==> config.mk <==
export PLATFORM = sky130hd
export DESIGN_NAME = fft_sample_loader
export DESIGN_NICKNAME = d
export VERILOG_FILES = /design/src/rtl/fft_sample_loader.sv
export SDC_FILE = /design/constraint.sdc
export NUM_CORES = 1
export LEC_CHECK = 0
export BUFFER_PORTS_ARGS = -buffer_cell sky130_fd_sc_hd__buf_4
export CORE_ASPECT_RATIO = 1.2
export CORE_UTILIZATION = 45
export CTS_CLUSTER_DIAMETER = 40
export DETAILED_ROUTE_END_ITERATION = 16
export GPL_ROUTABILITY_DRIVEN = 0
export PLACE_DENSITY = 0.69
export SLEW_MARGIN = 20
export SYNTH_ARGS = -nofsm -noshare
export SYNTH_HDL_FRONTEND = slang
export SYNTH_SLANG_ARGS = --single-unit
export TNS_END_PERCENT = 10
==> constraint.sdc <==
create_clock -name clk -period 6.25 [get_ports clk]
set_input_delay 0.3125 -clock clk [delete_from_list [all_inputs] [get_ports clk]]
set_output_delay 0.3125 -clock clk [all_outputs]
set_load 0.02 [all_outputs]
==> src/rtl/fft_sample_loader.sv <==
// Streams one frame out of sample RAM into the FFT core, in natural or bit-reversed
// order. A 2-entry output FIFO absorbs the one-cycle RAM read latency and m_ready stalls.
module fft_sample_loader #(
    parameter int unsigned ADDR_W = 12,
    parameter int unsigned DATA_W = 16
) (
    input  logic              clk,
    input  logic              rst,
    input  logic              start,
    input  logic              bitrev_en,
    output logic [ADDR_W-1:0] ram_adr,
    output logic              ram_rd_en,
    input  logic [DATA_W-1:0] ram_data,
    output logic [DATA_W-1:0] m_data,
    output logic              m_valid,
    input  logic              m_ready,
    output logic [ADDR_W-1:0] m_index,
    output logic              m_last,
    output logic              busy,
    output logic              done
);

    localparam int unsigned CNT_W = ADDR_W + 1;
    localparam logic [ADDR_W-1:0] LAST_IDX = '1;
    localparam logic [CNT_W-1:0]  LAST_CNT = {1'b0, LAST_IDX};

    typedef enum logic [1:0] {
        S_IDLE,
        S_READ,
        S_DRAIN,
        S_DONE
    } state_t;

    state_t            state, state_n;
    logic [CNT_W-1:0]  rd_cnt;
    logic              rev_q;
    logic              pend;
    logic [1:0]        fifo_cnt, cnt_n;
    logic [DATA_W-1:0] data1;
    logic [ADDR_W-1:0] adr_q, adr_c, adr_rev, idx_n;
    logic [2:0]        occ;
    logic              pop, push, issue, accept;

    // Address generation: bit-reverse the low ADDR_W bits of the issue counter.
    always_comb begin
        adr_rev = '0;
        for (int i = 0; i < int'(ADDR_W); i++) begin
            adr_rev[i] = rd_cnt[int'(ADDR_W) - 1 - i];
        end
        adr_c = rev_q ? adr_rev : rd_cnt[ADDR_W-1:0];
    end

    // Issue only while the FIFO plus the in-flight read, net of this cycle's pop, has room.
    always_comb begin
        pop    = m_valid & m_ready;
        push   = pend;
        accept = (state == S_IDLE) & start;
        occ    = 3'(fifo_cnt) + 3'(pend);
        issue  = (state == S_READ) && ((occ - 3'(pop)) < 3'd2);
        cnt_n  = 2'(fifo_cnt + 2'(push) - 2'(pop));
        idx_n  = pop ? ADDR_W'(m_index + ADDR_W'(1)) : m_index;
    end

    // RAM port: address holds its last issued value between reads.
    always_comb begin
        ram_rd_en = issue;
        ram_adr   = issue ? adr_c : adr_q;
    end

    always_comb begin
        state_n = state;
        case (state)
            S_IDLE:  if (start) state_n = S_READ;
            S_READ:  if (issue && (rd_cnt == LAST_CNT)) state_n = S_DRAIN;
            S_DRAIN: if (pop && m_last) state_n = S_DONE;
            S_DONE:  state_n = S_IDLE;
            default: state_n = S_IDLE;
        endcase
    end

    always_ff @(posedge clk or posedge rst) begin
        if (rst) state <= S_IDLE;
        else     state <= state_n;
    end

    always_ff @(posedge clk or posedge rst) begin
        if (rst) begin
            rd_cnt   <= '0;
            rev_q    <= 1'b0;
            adr_q    <= '0;
            pend     <= 1'b0;
            fifo_cnt <= '0;
            m_data   <= '0;
            data1    <= '0;
            m_valid  <= 1'b0;
            m_index  <= '0;
            m_last   <= 1'b0;
            busy     <= 1'b0;
            done     <= 1'b0;
        end else begin
            if (accept) begin
                rd_cnt <= '0;
                rev_q  <= bitrev_en;
            end else if (issue) begin
                rd_cnt <= CNT_W'(rd_cnt + CNT_W'(1));
                adr_q  <= adr_c;
            end
            pend <= issue;
            // Two-entry FIFO with m_data as the head register.
            case ({push, pop})
                2'b10: begin
                    if (fifo_cnt == 2'd0) m_data <= ram_data;
                    else                  data1  <= ram_data;
                end
                2'b01: m_data <= data1;
                2'b11: begin
                    if (fifo_cnt == 2'd1) begin
                        m_data <= ram_data;
                    end else begin
                        m_data <= data1;
                        data1  <= ram_data;
                    end
                end
                default: ;
            endcase
            fifo_cnt <= cnt_n;
            m_valid  <= (cnt_n != 2'd0);
            m_index  <= accept ? '0 : idx_n;
            m_last   <= (cnt_n != 2'd0) && (idx_n == LAST_IDX) && !accept;
            busy     <= (state_n == S_READ) || (state_n == S_DRAIN);
            done     <= (state_n == S_DONE);
        end
    end

endmodule

==> impl_metrics.toml <==
[die]
die_h_um = 102
io_pins = 66
dieArea_um2 = 8750
start_util_pct = 46.5
die_w_um = 85.5
num_rows = 36
coreArea_um2 = 8110

[clocking]
ctsResizeCount = 0
htree_num_levels = 3
clk_path_buf_depth = 2
cts_tree = "built"
cts_hold_buffers = 0
cts_setup_buffers = 0
clock-sinks = 79
cts_root_buf = "clkbuf_8"
numCtsBuffers = 9
clk_pin_slew_ps = 80
clk_latency_ps = 350

[flow_run]
drv_cap = 0

[finish]
synthToLayoutAreaGrowth_pct = 19.6
layout.cells.non_filler = 513
drive_gt1_share_pct = 25.8
design_area_um2 = 4510
utilization_pct = 55.6
nets = 439
diodes = 0

[timing]
post-route-period-util_pct = 58.0
finalCriticalPeriod_ps = 3620
final.setup_skew_ps = 6.35
worst_pin_slew_ps = 1010
fmax_mhz = 276
setup-tns-final_ps = 0
setup_viol = 0
finalHoldViolCount = 0
rsz0062_at_grt = "no"
slew_viol_final = 0
max_slew_margin_pct = 32.7

[route]
dr_wl_met2_um = 3850
top_layer = "met4"
drt_iter0_markers = 103
postRouteAntennaNets = 0
wl_met3_um = 296
post_drt_wl_per_cell_um = 15.2
detail_route.first_pass.iterations = 4
drcViolationCount = 0
wl_met1_um = 3500
via_count = 2779
routed_wl_um = 7800
viasPerCell = 5.42

[worst_setup_path]
required_ps = 6480
crit_path_end_kind = "flip-flop"
timing.critical_path.mode_cell = "ha_1"
crit_fanout = 9
cp_cell_sequence = "nand2_1, xnor2_1, ha_1, inv_1, fa_1, nand3b_4, nand4bb_4, or4_4, a221o_1, ha_1"
criticalPathCategory = "flip-flop to flip-flop"
cp_slowest_cell = "fa_1"
cp_slowest_stage_delay_ps = 570
setup.worst_path.start_class = "flip-flop"
crit_arrival_ps = 3850

[synth]
synth.top_cell.area_share_pct = 52.5
yosysSeqAreaShare_pct = 52.5
synthArstFlopShare_pct = 100
ys_top_cells_by_count = "79 x dfrtp_1, 37 x nand2_1, 32 x a21oi_1"
yosys_warnings = 0
synth-edff-count = 0
synth_ff_type = "dfrtp_1"
syn_avg_cell_area_um2 = 10.6
syn_inst = 355
synth.area.top_cells = "dfrtp_1 52%, mux2i_1 8.0%, mux2_2 4.8%"
synth_nets = 381
synth_area_leader_cell = "dfrtp_1"
synth_area_um2 = 3770
synth_seq_cells = 79
yosysUniqueCellTypes = 47
yosysMostFrequentCell = "dfrtp_1"

[placed_design]
dp.cells = 497
io_buffers = 65
placed_area_um2 = 4310
hpwl_um = 5270

[global_routing]
grt_pass1_wl_um = 12700
track_usage_pct = 19.1
grt_max_degree = 80
antenna_found_initial = 0
first_global_vias = 2608
grt_overflow = 0

[power_and_ir_drop]
ir_worst_vdd_mv = 0.469
p_leak_nw = 2.09
power_density_nw_per_um2 = 545
power_mw = 2.46

[min_path]
holdCritPathClass = "primary input to asynchronous set/reset pin"

[run_status]
status = "finished clean"
state kept, by name, summed over array words and instances (netlist names):
register,flops
m_index,12
adr_q,12
pend,1
m_data,16
done,1
rev_q,1
busy,1
state,2
data1,16
rd_cnt,13
m_last,1
fifo_cnt,2
m_valid,1
cell families after synthesis:
kind of cell / synth area share (%)
and+or+nand+nor: 15.5
DFF: 52.5
AOI/OAI and AO/OA: 11.1
muxes: 12.7
buffers and inverters: 3.09
xor gates and xnor gates: 3.25
adders and majority gates: 1.86
critical path, delay by kind of cell, from the launching register on:
kind            cells  cell delay (ps)
simple gates        4             1240
fa+ha+maj           3             1060
flops               1              470
compound gates      1              380
xor+xnor            1              300
buf+inv             1               50
power by group:
group	total (mW)	internal [mW]	switching [mW]
Clock	0.373	0.194	0.179
Combinational	1.23	0.527	0.705
Sequential	0.851	0.705	0.146
Total	2.46	1.43	1.03
stage by stage:
| step | worst slack (ps) | hold WS [ps] |
|---|---|---|
| final | 2630 | 115 |
| after global routing | 2380 | 159 |
| after CTS | 2620 | 137 |
| after floorplan | 2790 | 418 |
| after global placement | 2770 | 464 |
| after detailed placement | 2640 | 472 |
cells in the final DEF (no fill, tap or decap), types with 2 or more instances in the layout:
cell type   n
o31ai_1     2
nand2_1    37
o211ai_1    2
dfrtp_1    79
mux2_2     16
clkbuf_1    2
xnor2_1    10
inv_1       5
ha_1        4
and4_1      3
or3_1       3
nand2b_1    2
nand4b_1    3
o31a_1      2
o21ai_0    21
nand3_1     9
nor3_1      4
clkbuf_8   10
nor2_1     29
clkinv_2    4
buf_4      67
xor2_1      4
a221o_1     2
mux2i_1    30
nand4_1     7
nor4_1      5
nor3b_1     2
a21oi_1    32
area by class of cell:
type	instances	area (µm²)
clock buffer	12	145
clock inverter	4	45.0
fill	732	3600
inverter	6	23.8
multi-input combinational	249	1680
sequential	79	1980
tap	95	119
timing repair buffer	68	514
path summary, 6_finish.rpt:
| kind | start | slack [ps] | end | cells after the start |
|---|---|---|---|---|
| max | m_valid$_DFF_PP0_ | 2630 | busy$_DFF_PP0_ | 10 |
| min reg2reg | m_data[2]$_DFFE_PP0P_ | 480 | m_data[2]$_DFFE_PP0P_ | 2 |
| min in group clk | bitrev_en | 150 | rev_q$_DFFE_PP0P_ | 3 |
| min | rst | 120 | m_data[4]$_DFFE_PP0P_ | 3 |
| max in group asynchronous | rst | 5580 | rd_cnt[4]$_DFFE_PP0P_ | 3 |
| max reg2reg | m_valid$_DFF_PP0_ | 2630 | busy$_DFF_PP0_ | 10 |
metal layers:
layer  vias up  track usage, %
met5         -               0
met4         0            9.23
met3        13            2.83
met2        56            30.5
met1      1339            25.6
li1       1371               -
No activity file was read; power rests on OpenSTA's default activity.
